==> config.mk <==
export PLATFORM = sky130hd
export DESIGN_NAME = spi_boot_loader
export DESIGN_NICKNAME = d
export VERILOG_FILES = /design/src/rtl/spi_boot_loader.sv
export SDC_FILE = /design/constraint.sdc
export NUM_CORES = 1
export LEC_CHECK = 0
export ABC_AREA = 1
export CORE_AREA = 5 5 130 101
export DETAILED_ROUTE_END_ITERATION = 10
export DIE_AREA = 0 0 135 106
export DONT_BUFFER_PORTS = 1
export GPL_ROUTABILITY_DRIVEN = 0
export PLACE_DENSITY = 0.66
export SETUP_SLACK_MARGIN = 0.5
export SLEW_MARGIN = 20
export SYNTH_ARGS = -nofsm -noshare
export SYNTH_HDL_FRONTEND = slang
export SYNTH_SLANG_ARGS = --single-unit
==> constraint.sdc <==
create_clock -name clk -period 2 [get_ports clk]
set_input_delay 0.3 -clock clk [delete_from_list [all_inputs] [get_ports clk]]
set_output_delay 0.3 -clock clk [all_outputs]
set_load 0.005 [all_outputs]
==> src/rtl/spi_boot_loader.sv <==
// Boot sequencer: wakes the SPI flash, streams an image into BRAM over a mode-0
// read, then releases the core by raising boot.
module spi_boot_loader #(
    parameter logic [23:0] FLASH_BASE  = 24'h100000,
    parameter int          NWORDS      = 1024,
    parameter int          ADDR_W      = 10,
    parameter int          CLK_DIV     = 2,
    parameter int          WAKE_CYCLES = 64
) (
    input  logic              clk,
    input  logic              resetb,
    output logic              spi_csb,
    output logic              spi_sck,
    output logic              spi_mosi,
    input  logic              spi_miso,
    output logic              mem_we,
    output logic [ADDR_W-1:0] mem_addr,
    output logic [31:0]       mem_wdata,
    output logic              boot,
    output logic              busy
);

    localparam int DIV_W  = (CLK_DIV > 1) ? $clog2(CLK_DIV) : 1;
    localparam int WAIT_W = (WAKE_CYCLES > 1) ? $clog2(WAKE_CYCLES) : 1;
    localparam logic [DIV_W-1:0]  DIV_LAST  = DIV_W'(CLK_DIV - 1);
    localparam logic [DIV_W-1:0]  DIV_ONE   = DIV_W'(1);
    localparam logic [WAIT_W-1:0] WAIT_LAST = WAIT_W'(WAKE_CYCLES - 1);
    localparam logic [WAIT_W-1:0] WAIT_ONE  = WAIT_W'(1);
    localparam logic [ADDR_W:0]   LAST_IDX  = (ADDR_W + 1)'(NWORDS - 1);
    localparam logic [ADDR_W:0]   IDX_ONE   = (ADDR_W + 1)'(1);
    localparam logic [31:0]       WAKE_WORD = {8'hAB, 24'h000000};
    localparam logic [31:0]       READ_WORD = {8'h03, FLASH_BASE};

    typedef enum logic [2:0] {
        WAKE_CMD  = 3'd0,
        WAKE_WAIT = 3'd1,
        RD_CMD    = 3'd2,
        RD_DATA   = 3'd3,
        FINISH    = 3'd4,
        DONE      = 3'd5
    } state_t;

    state_t              state_r;
    logic                csb_r;
    logic                sck_r;
    logic                mosi_r;
    logic                we_r;
    logic [ADDR_W-1:0]   addr_r;
    logic [31:0]         wdata_r;
    logic                boot_r;
    logic                busy_r;
    logic [30:0]         tx_sr_r;
    logic [5:0]          bit_cnt_r;
    logic [DIV_W-1:0]    div_r;
    logic [WAIT_W-1:0]   wait_r;
    logic [31:0]         word_r;
    logic [ADDR_W:0]     word_idx_r;
    logic                wr_pend_r;
    logic                last_word_r;
    logic                tick_s;

    // Bytes arrive MSB first but are packed little-endian into the word.
    function automatic logic [4:0] le_bit_pos(input logic [4:0] n);
        return {n[4:3], ~n[2:0]};
    endfunction

    assign tick_s = (div_r == DIV_LAST);

    // Sequencer, SCK generator, word assembly and BRAM write port.
    always_ff @(posedge clk or negedge resetb) begin
        if (!resetb) begin
            state_r     <= WAKE_CMD;
            csb_r       <= 1'b1;
            sck_r       <= 1'b0;
            mosi_r      <= 1'b0;
            we_r        <= 1'b0;
            addr_r      <= '0;
            wdata_r     <= 32'h0000_0000;
            boot_r      <= 1'b0;
            busy_r      <= 1'b1;
            tx_sr_r     <= '0;
            bit_cnt_r   <= 6'd0;
            div_r       <= '0;
            wait_r      <= '0;
            word_r      <= 32'h0000_0000;
            word_idx_r  <= '0;
            wr_pend_r   <= 1'b0;
            last_word_r <= 1'b0;
        end else begin
            we_r <= 1'b0;
            if (wr_pend_r) begin
                we_r       <= 1'b1;
                addr_r     <= word_idx_r[ADDR_W-1:0];
                wdata_r    <= word_r;
                word_idx_r <= word_idx_r + IDX_ONE;
                wr_pend_r  <= 1'b0;
            end else begin
                wr_pend_r <= 1'b0;
            end

            case (state_r)
                WAKE_CMD: begin
                    if (csb_r) begin
                        csb_r     <= 1'b0;
                        mosi_r    <= WAKE_WORD[31];
                        tx_sr_r   <= WAKE_WORD[30:0];
                        div_r     <= '0;
                        bit_cnt_r <= 6'd0;
                    end else if (!tick_s) begin
                        div_r <= div_r + DIV_ONE;
                    end else if (!sck_r) begin
                        div_r <= '0;
                        if (bit_cnt_r == 6'd8) begin
                            csb_r   <= 1'b1;
                            wait_r  <= '0;
                            state_r <= WAKE_WAIT;
                        end else begin
                            sck_r     <= 1'b1;
                            bit_cnt_r <= bit_cnt_r + 6'd1;
                        end
                    end else begin
                        div_r   <= '0;
                        sck_r   <= 1'b0;
                        mosi_r  <= tx_sr_r[30];
                        tx_sr_r <= {tx_sr_r[29:0], 1'b0};
                    end
                end
                WAKE_WAIT: begin
                    if (wait_r == WAIT_LAST) begin
                        csb_r     <= 1'b0;
                        mosi_r    <= READ_WORD[31];
                        tx_sr_r   <= READ_WORD[30:0];
                        div_r     <= '0;
                        bit_cnt_r <= 6'd0;
                        state_r   <= RD_CMD;
                    end else begin
                        wait_r <= wait_r + WAIT_ONE;
                    end
                end
                RD_CMD: begin
                    if (!tick_s) begin
                        div_r <= div_r + DIV_ONE;
                    end else if (!sck_r) begin
                        div_r     <= '0;
                        sck_r     <= 1'b1;
                        bit_cnt_r <= bit_cnt_r + 6'd1;
                    end else begin
                        div_r   <= '0;
                        sck_r   <= 1'b0;
                        mosi_r  <= tx_sr_r[30];
                        tx_sr_r <= {tx_sr_r[29:0], 1'b0};
                        if (bit_cnt_r == 6'd32) begin
                            bit_cnt_r <= 6'd0;
                            state_r   <= RD_DATA;
                        end else begin
                            bit_cnt_r <= bit_cnt_r;
                        end
                    end
                end
                RD_DATA: begin
                    if (!tick_s) begin
                        div_r <= div_r + DIV_ONE;
                    end else if (!sck_r) begin
                        div_r     <= '0;
                        sck_r     <= 1'b1;
                        bit_cnt_r <= bit_cnt_r + 6'd1;
                        word_r[le_bit_pos(bit_cnt_r[4:0])] <= spi_miso;
                        if (bit_cnt_r == 6'd31) begin
                            wr_pend_r   <= 1'b1;
                            last_word_r <= (word_idx_r == LAST_IDX);
                        end else begin
                            last_word_r <= last_word_r;
                        end
                    end else begin
                        div_r <= '0;
                        sck_r <= 1'b0;
                        if (bit_cnt_r == 6'd32) begin
                            bit_cnt_r <= 6'd0;
                            state_r   <= last_word_r ? FINISH : RD_DATA;
                        end else begin
                            bit_cnt_r <= bit_cnt_r;
                        end
                    end
                end
                FINISH: begin
                    if (tick_s) begin
                        csb_r   <= 1'b1;
                        state_r <= DONE;
                    end else begin
                        div_r <= div_r + DIV_ONE;
                    end
                end
                DONE: begin
                    boot_r <= 1'b1;
                    busy_r <= 1'b0;
                end
                default: begin
                    state_r <= WAKE_CMD;
                end
            endcase
        end
    end

    assign spi_csb   = csb_r;
    assign spi_sck   = sck_r;
    assign spi_mosi  = mosi_r;
    assign mem_we    = we_r;
    assign mem_addr  = addr_r;
    assign mem_wdata = wdata_r;
    assign boot      = boot_r;
    assign busy      = busy_r;

endmodule

==> results of run 1 <==
[final cells by class]
| type | instances | share of cell area [%] |
|---|---|---|
| repair buffers | 50 | 6.19 |
| clock buffers | 22 | 5.99 |
| clock inverters | 9 | 1.36 |
| well taps | 166 | 2.57 |
| inverters | 67 | 3.33 |
| repair inverters | 3 | 0.356 |
| flip-flops and latches | 140 | 43.5 |
| multi-input cells | 435 | 36.8 |
[path summary, 6_finish.rpt]
path | to | slack (ps)
max | tx_sr_r[11] | 410
min | tx_sr_r[22] | -410
max reg2reg | tx_sr_r[11] | 410
min reg2reg | busy | 460
max in group asynchronous | busy | 2100
min in group clk | word_r[23] | 330
[critical path, delay by kind of cell (launching register included)]
| family | cells | cell delay [ps] |
|---|---|---|
| flip-flops | 1 | 470 |
| buffers and inverters | 1 | 260 |
| AO/OA/AOI/OAI | 2 | 330 |
| AND/OR/NAND/NOR | 5 | 470 |
[state kept, by name (all words and copies together), names as in the netlist, 3 cells and up]
| signal | cells |
|---|---|
| mem_wdata | 32 |
| word_r | 32 |
| tx_sr_r | 31 |
| word_idx_r | 11 |
| mem_addr | 10 |
| bit_cnt_r | 6 |
| wait_r | 6 |
| state_r | 3 |
[cell families after synthesis]
logic type / count (synthesis) / share of synthesized area (%)
multiplexers: 39 / 6.94
adder cells (fa/ha/maj): 6 / 1.19
XOR/XNOR: 13 / 1.80
AO/OA/AOI/OAI: 86 / 8.41
buffers and inverters: 89 / 6.27
flip-flops: 140 / 55.4
AND/OR/NAND/NOR: 288 / 20.0
[through the flow]
step,setup slack (ps),util (%),hold slack (ps),power [µW]
floorplan,509,-,4.41,2890
global placement,245,54.4,9.42,2890
detailed placement,162,54.4,8.57,2900
CTS,491,62.7,-428,6030
global route,350,68.1,-437,6190
finish,406,68.1,-414,5980
[layer usage]
| layer | track usage (%) | up-vias | wire [µm] |
|---|---|---|---|
| met2 | 30.3 | 180 | 7190 |
| met3 | 6.15 | 31 | 940 |
| met1 | 28.3 | 2439 | 6480 |
| li1 | - | 2251 | - |
| met5 | 0 | - | 0 |
| met4 | 7.05 | 0 | 282 |
[power by group through the flow]
stage	Combinational, µW	Clock (µW)	Sequential (µW)
finish	10.8	3140	2830
global route	11.7	3340	2830
global placement	10.7	0	2880
detailed placement	10.7	0	2880
floorplan	7.59	0	2890
CTS	10.6	3190	2830
[Yosys cell counts (3+ instances only)]
cell type / count
nand2_1: 163
dfrtp_1: 138
inv_1: 60
nand3_1: 56
mux2_2: 39
nor2_1: 36
o21ai_0: 29
o21ai_2: 21
o21ai_1: 20
xor2_1: 13
a21oi_1: 10
buf_2: 9
nor3_1: 7
ha_1: 6
inv_2: 6
buf_6: 5
clkbuf_1: 5
nand2_2: 5
nand4_1: 5
nand3_2: 4
nor2_2: 4
buf_4: 3
[what timing repair did]
item,in CTS,in global routing
cloned,5,5
buffers inserted,20,18
resized for setup,49,120
setup endpoints to repair,79,82
pin swaps,10,18
endpoints found under the hold margin,140,140
==> impl_results.md, run 1 <==
* Setup TNS at 0 ps
* CTS tree: yes
* Htree depth at 4
* Die Wd at 135 µm
* Syn Area/Cell at 9.57 µm²
* Clock period minus worst slack at 1590 ps
* Worst-path cell chain: nor2_4, nand2_1, nand2_2, nand2_4, o21ai_4, clkbuf_16, nand2_4, o21ai_2
* Gate Count Post-Synth at 661
* Most common cell after layout, fill and taps aside: dfrtp_1
* Core box area at 11900 µm²
* Pwr/cell area at 740 nW/µm²
* Synth Cell Area at 6320 µm²
* Clock tree buffer depth at 2
* Skew-Pair Late Insertion Delay at 410 ps
* Drt total wl at 14.9 mm
* Status: complete, but fails checks
* # clock sinks at 140
* Placed cell area at 6460 µm²
* Total CTS buffers at 17
* Largest cells by area after synthesis: dfrtp_1 55%, nand2_1 9.7%, mux2_2 6.9%
* Num ports at 51
* Max_cap viols at 0
* Syn_nets at 670
* Slew Viols, Final at 0
* #FFs+latches synth at 140
* Slowest CP cell: dfrtp_2
* Net load switching power at 1180 µW
* PortBufs at 0
* Logic gate share of total power at 0.2%
* FILL cells at 863
* Switching part of the total at 19.8%
* Failing checks: negative hold slack
* Antenna viol nets, final at 0
* Post-synth EDFFs at 0
* Die Ht at 106 µm
* Row Count at 35
* Global-route wire length before repair at 23.5 mm
* Final nets at 723
* Hold Path Class: in -> async
* GRT overflow at 0
* Main synth FF type: dfrtp_1
* R2r worst-path depth at 8
* Drt first pass iters at 5
* WS Path Type: reg -> reg
* Internal cell power at 4800 µW
* Footprint of the multi-input gates at 2970 µm²
* Reg area at 3510 µm²
* Most common cell on crit path: nand2_4
* Worst slew margin relative to its limit at 73.3%
* Seq/Total Area, Yosys at 55.4%
* Achievable Freq at 0.627 GHz
* RR Startpoint: state_r[2]
* Maximum VDD drop at 585 µV
* Layout cells sized above 1 at 38.3%
* Synth top area share at 54.6%
* Final Cell Area at 8090 µm²
* Vias/cell at 5.49
* Routed len/inst at 16.7 µm
* Critical path fanouts, max at 7
* Critical Path Source: state_r[2]
* Vias in the first global route at 4772
* Crit. End Element: flop
* Number of DRC markers in iteration 0 at 477
* Inserted Diodes at 0
* Total Routing Usage GR at 20.3%
* Routed vias at 4901
* Area leader, netlist: dfrtp_1
* Post-DP HPWL at 8.27 mm
* Max stage delay on crit path at 470 ps
* Commonest non-fill, non-tap cells in the layout: 131 x dfrtp_1, 115 x nand2_1, 54 x inv_1, 41 x nand3_1, 39 x mux2_2
* Initial antenna violation count at 0
* Worst-Margin Slew at 399 ps
* Synth Warn # at 0
* Clk pin slew, worst setup/hold paths at 60 ps
* DRC at 0
* Initial core utilization at 53.3%
* CP Launch Type: flop
* Unrepaired setup endpoints after global routing: yes
* Clock Power Share at 52.5%
* Die area at 14300 µm²
* Leakage at 0.00382 µW
* Largest net degree at the start of global routing at 141
* Req. time, crit path at 2330 ps
* Cells after DPL at 813
* Fin. Hold Viols at 140
* Clock Skew at 5.06 ps
* Layout area overhead at 27.9%
* Sequential share of power at 47.4%
* Tcrit/Tclk final at 79.7%
* Setup violations, final at 0
* Synth cell types at 35
* Hold WS at -414 ps
* CTS root buffer: clkbuf_16
* FFs w/ async S/R, synth at 100%
* Finished Layout Cells at 892
* Crit path DAT at 1930 ps
Note: power is estimated with default switching activity, not from simulation.
==> run 2: changes to the inputs <==
==> constraint.sdc (replaced) <==
create_clock -name clk -period 1.5 [get_ports clk]
set_input_delay 0.225 -clock clk [delete_from_list [all_inputs] [get_ports clk]]
set_output_delay 0.225 -clock clk [all_outputs]
set_load 0.005 [all_outputs]
==> run 2 against run 1 <==
The run ends with negative hold slack, negative setup slack left. Wire length is 40% higher. Critical path type unchanged. Setup slack worse by 640 ps. Sequential cell count stayed put. Die area stayed put.
==> impl_results.md, run 2 (synthesis gave the netlist of run 1 again) <==
* Commonest non-fill, non-tap cells in the layout: 130 x dfrtp_1, 99 x nand2_1, 69 x buf_4, 57 x nand2_2, 53 x inv_1
* Internal cell power at 6120 µW
* Hold WS at -509 ps
* Final Cell Area at 9560 µm²
* WS Path Type: reg -> reg
* Vias/cell at 5.75
* WP buf/inv at 2
* Vias in the first global route at 5377
* Inserted Diodes at 0
* Slowest CP cell: dfrtp_1
* CTS tree: yes
* CTS root buffer: clkbuf_16
* Initial antenna violation count at 0
* Unrepaired setup endpoints after global routing: yes
* Final WS setup at -229 ps
* Max stage delay on crit path at 440 ps
* Largest net degree at the start of global routing at 141
* Sequential share of power at 47.2%
* Family with the most delay on the worst path: simple AND/OR/NAND/NOR gates
* Status: complete, but fails checks
* Clock Power Share at 52.5%
* GRT overflow at 0
* Clock tree buffer depth at 2
* Die area at 14300 µm²
* Critical path fanouts, max at 8
* Worst slew margin relative to its limit at 68.9%
* Failing checks: negative hold slack, negative setup slack
* Maximum VDD drop at 725 µV
* Clock Skew at 12.2 ps
* Layout cells sized above 1 at 52.4%
* # clock sinks at 140
* Clock period minus worst slack at 1730 ps
* Htree depth at 4
* Skew-Pair Late Insertion Delay at 420 ps
* Total power at 7990 µW
* DRC at 0
* R2R Setup Slk at -230 ps
* Achievable Freq at 0.578 GHz
* Worst-path cell chain: buf_6, ha_4, buf_6, nor2_2, nor2_2, nand3_1, nand2_1, nand3_2, nand2_1
* Global-route wire length before repair at 27.7 mm
* Net load switching power at 1870 µW
* R2r worst-path depth at 9
* Total Routing Usage GR at 24.4%
* Die Ht at 106 µm
* Leakage at 0.00432 µW
* Crit. End Element: flop
* Setup violations, final at 72
* Pwr/cell area at 836 nW/µm²
* Row Count at 35
* Drt total wl at 20.9 mm
* Drt first pass iters at 5
* Setup TNS at -5210 ps
* Final nets at 798
* Logic gate share of total power at 0.2%
* Layout area overhead at 51.1%
* Core box area at 11900 µm²
* Tcrit/Tclk final at 115%
* Max_cap viols at 0
* Slew Viols, Final at 0
* CP Launch Type: flop
* Most common cell after layout, fill and taps aside: dfrtp_1
* Hold Path Class: in -> async
* Crit path DAT at 2080 ps
* Reg2reg end: bit_cnt_r[2]
* Routed vias at 5563
* Req. time, crit path at 1850 ps
* Placed cell area at 6980 µm²
* Initial core utilization at 53.3%
* Die Wd at 135 µm
* Total CTS buffers at 17
* Num ports at 51
* Fin. Hold Viols at 140
* Post-DP HPWL at 8.93 mm
* RR Startpoint: bit_cnt_r[0]
* Worst-Margin Slew at 467 ps
* PortBufs at 0
* Routed len/inst at 21.6 µm
* Number of DRC markers in iteration 0 at 458
* Antenna viol nets, final at 0
* Clk pin slew, worst setup/hold paths at 70 ps
* Setup WS pre-CTS at -200 ps
* Switching part of the total at 23.4%
[run 2: cell count changes in the layout (fill, tap and decap cells not counted), sizes merged]
cell,change
clkinvlp,+3
buf,+78
inv,+1
clkbuf,-8
bufinv,-1
nand3,-3
o21ai,+3
clkinv,+3
[run 2: metal layers]
layer	vias to the layer above	share of wire [%]	GRT usage [%]
met4	0	5.3	8.49
met1	2763	37	30.6
met2	282	52	41.6
met3	102	5.8	5.87
met5	-	0	0
li1	2416	-	-
[run 2: repair_timing]
action,4_1_cts,5_1_grt
setup endpoints to repair,181,185
pin swaps,36,52
setup buffers,36,22
gates cloned,11,1
gates resized for setup,203,151
endpoints found under the hold margin,140,140
[run 2: area by class of cell]
type,instances,area (µm²)
Inverter,67,277
Timing Repair inverter,3,48.8
Tap cell,166,208
Clock buffer,17,425
Sequential cell,140,3520
Multi-Input combinational cell,435,3590
Timing Repair Buffer,125,1340
Clock inverter,15,158
Fill cell,597,2310
[run 2: power groups by stage]
| stage | clock (µW) | sequential (µW) | combinational, µW |
|---|---|---|---|
| final | 4200 | 3770 | 19.1 |
| after global routing | 4390 | 3770 | 20.3 |
| after CTS | 4170 | 3780 | 15.7 |
| after detailed placement | 0 | 3850 | 14.1 |
| after global placement | 0 | 3850 | 15.1 |
| after floorplan | 0 | 3850 | 10.1 |
[run 2: worst max-delay path by stage]
stage,from,cells past startpoint,endpoint,slack [ps]
floorplan,bit_cnt_r[0],12,state_r[1],50
global placement,state_r[0],7,tx_sr_r[6],-120
detailed placement,state_r[0],7,tx_sr_r[23],-200
CTS,wait_r[0],10,tx_sr_r[4],-80
global route,bit_cnt_r[0],9,bit_cnt_r[2],-270
finish,bit_cnt_r[0],9,bit_cnt_r[2],-230
[run 2: metrics by stage]
stage / hold WS [ps] / util (%) / cells
floorplan: -70.6 / - / 661
global placement: -66.6 / 58.8 / 866
detailed placement: -67.0 / 58.8 / 866
CTS: -509 / 73.8 / 945
global route: -521 / 80.5 / 968
finish: -509 / 80.5 / 968
==> run 3: changes to the inputs <==
--- a/config.mk
+++ b/config.mk
@@ -11,6 +11,7 @@
 export DIE_AREA = 0 0 135 106
 export DONT_BUFFER_PORTS = 1
 export GPL_ROUTABILITY_DRIVEN = 0
+export HOLD_SLACK_MARGIN = 0.12
 export PLACE_DENSITY = 0.66
 export SETUP_SLACK_MARGIN = 0.5
 export SLEW_MARGIN = 20
==> results of run 3 <==
No change in the layout: final DEF, timing and power equal those of run 2.
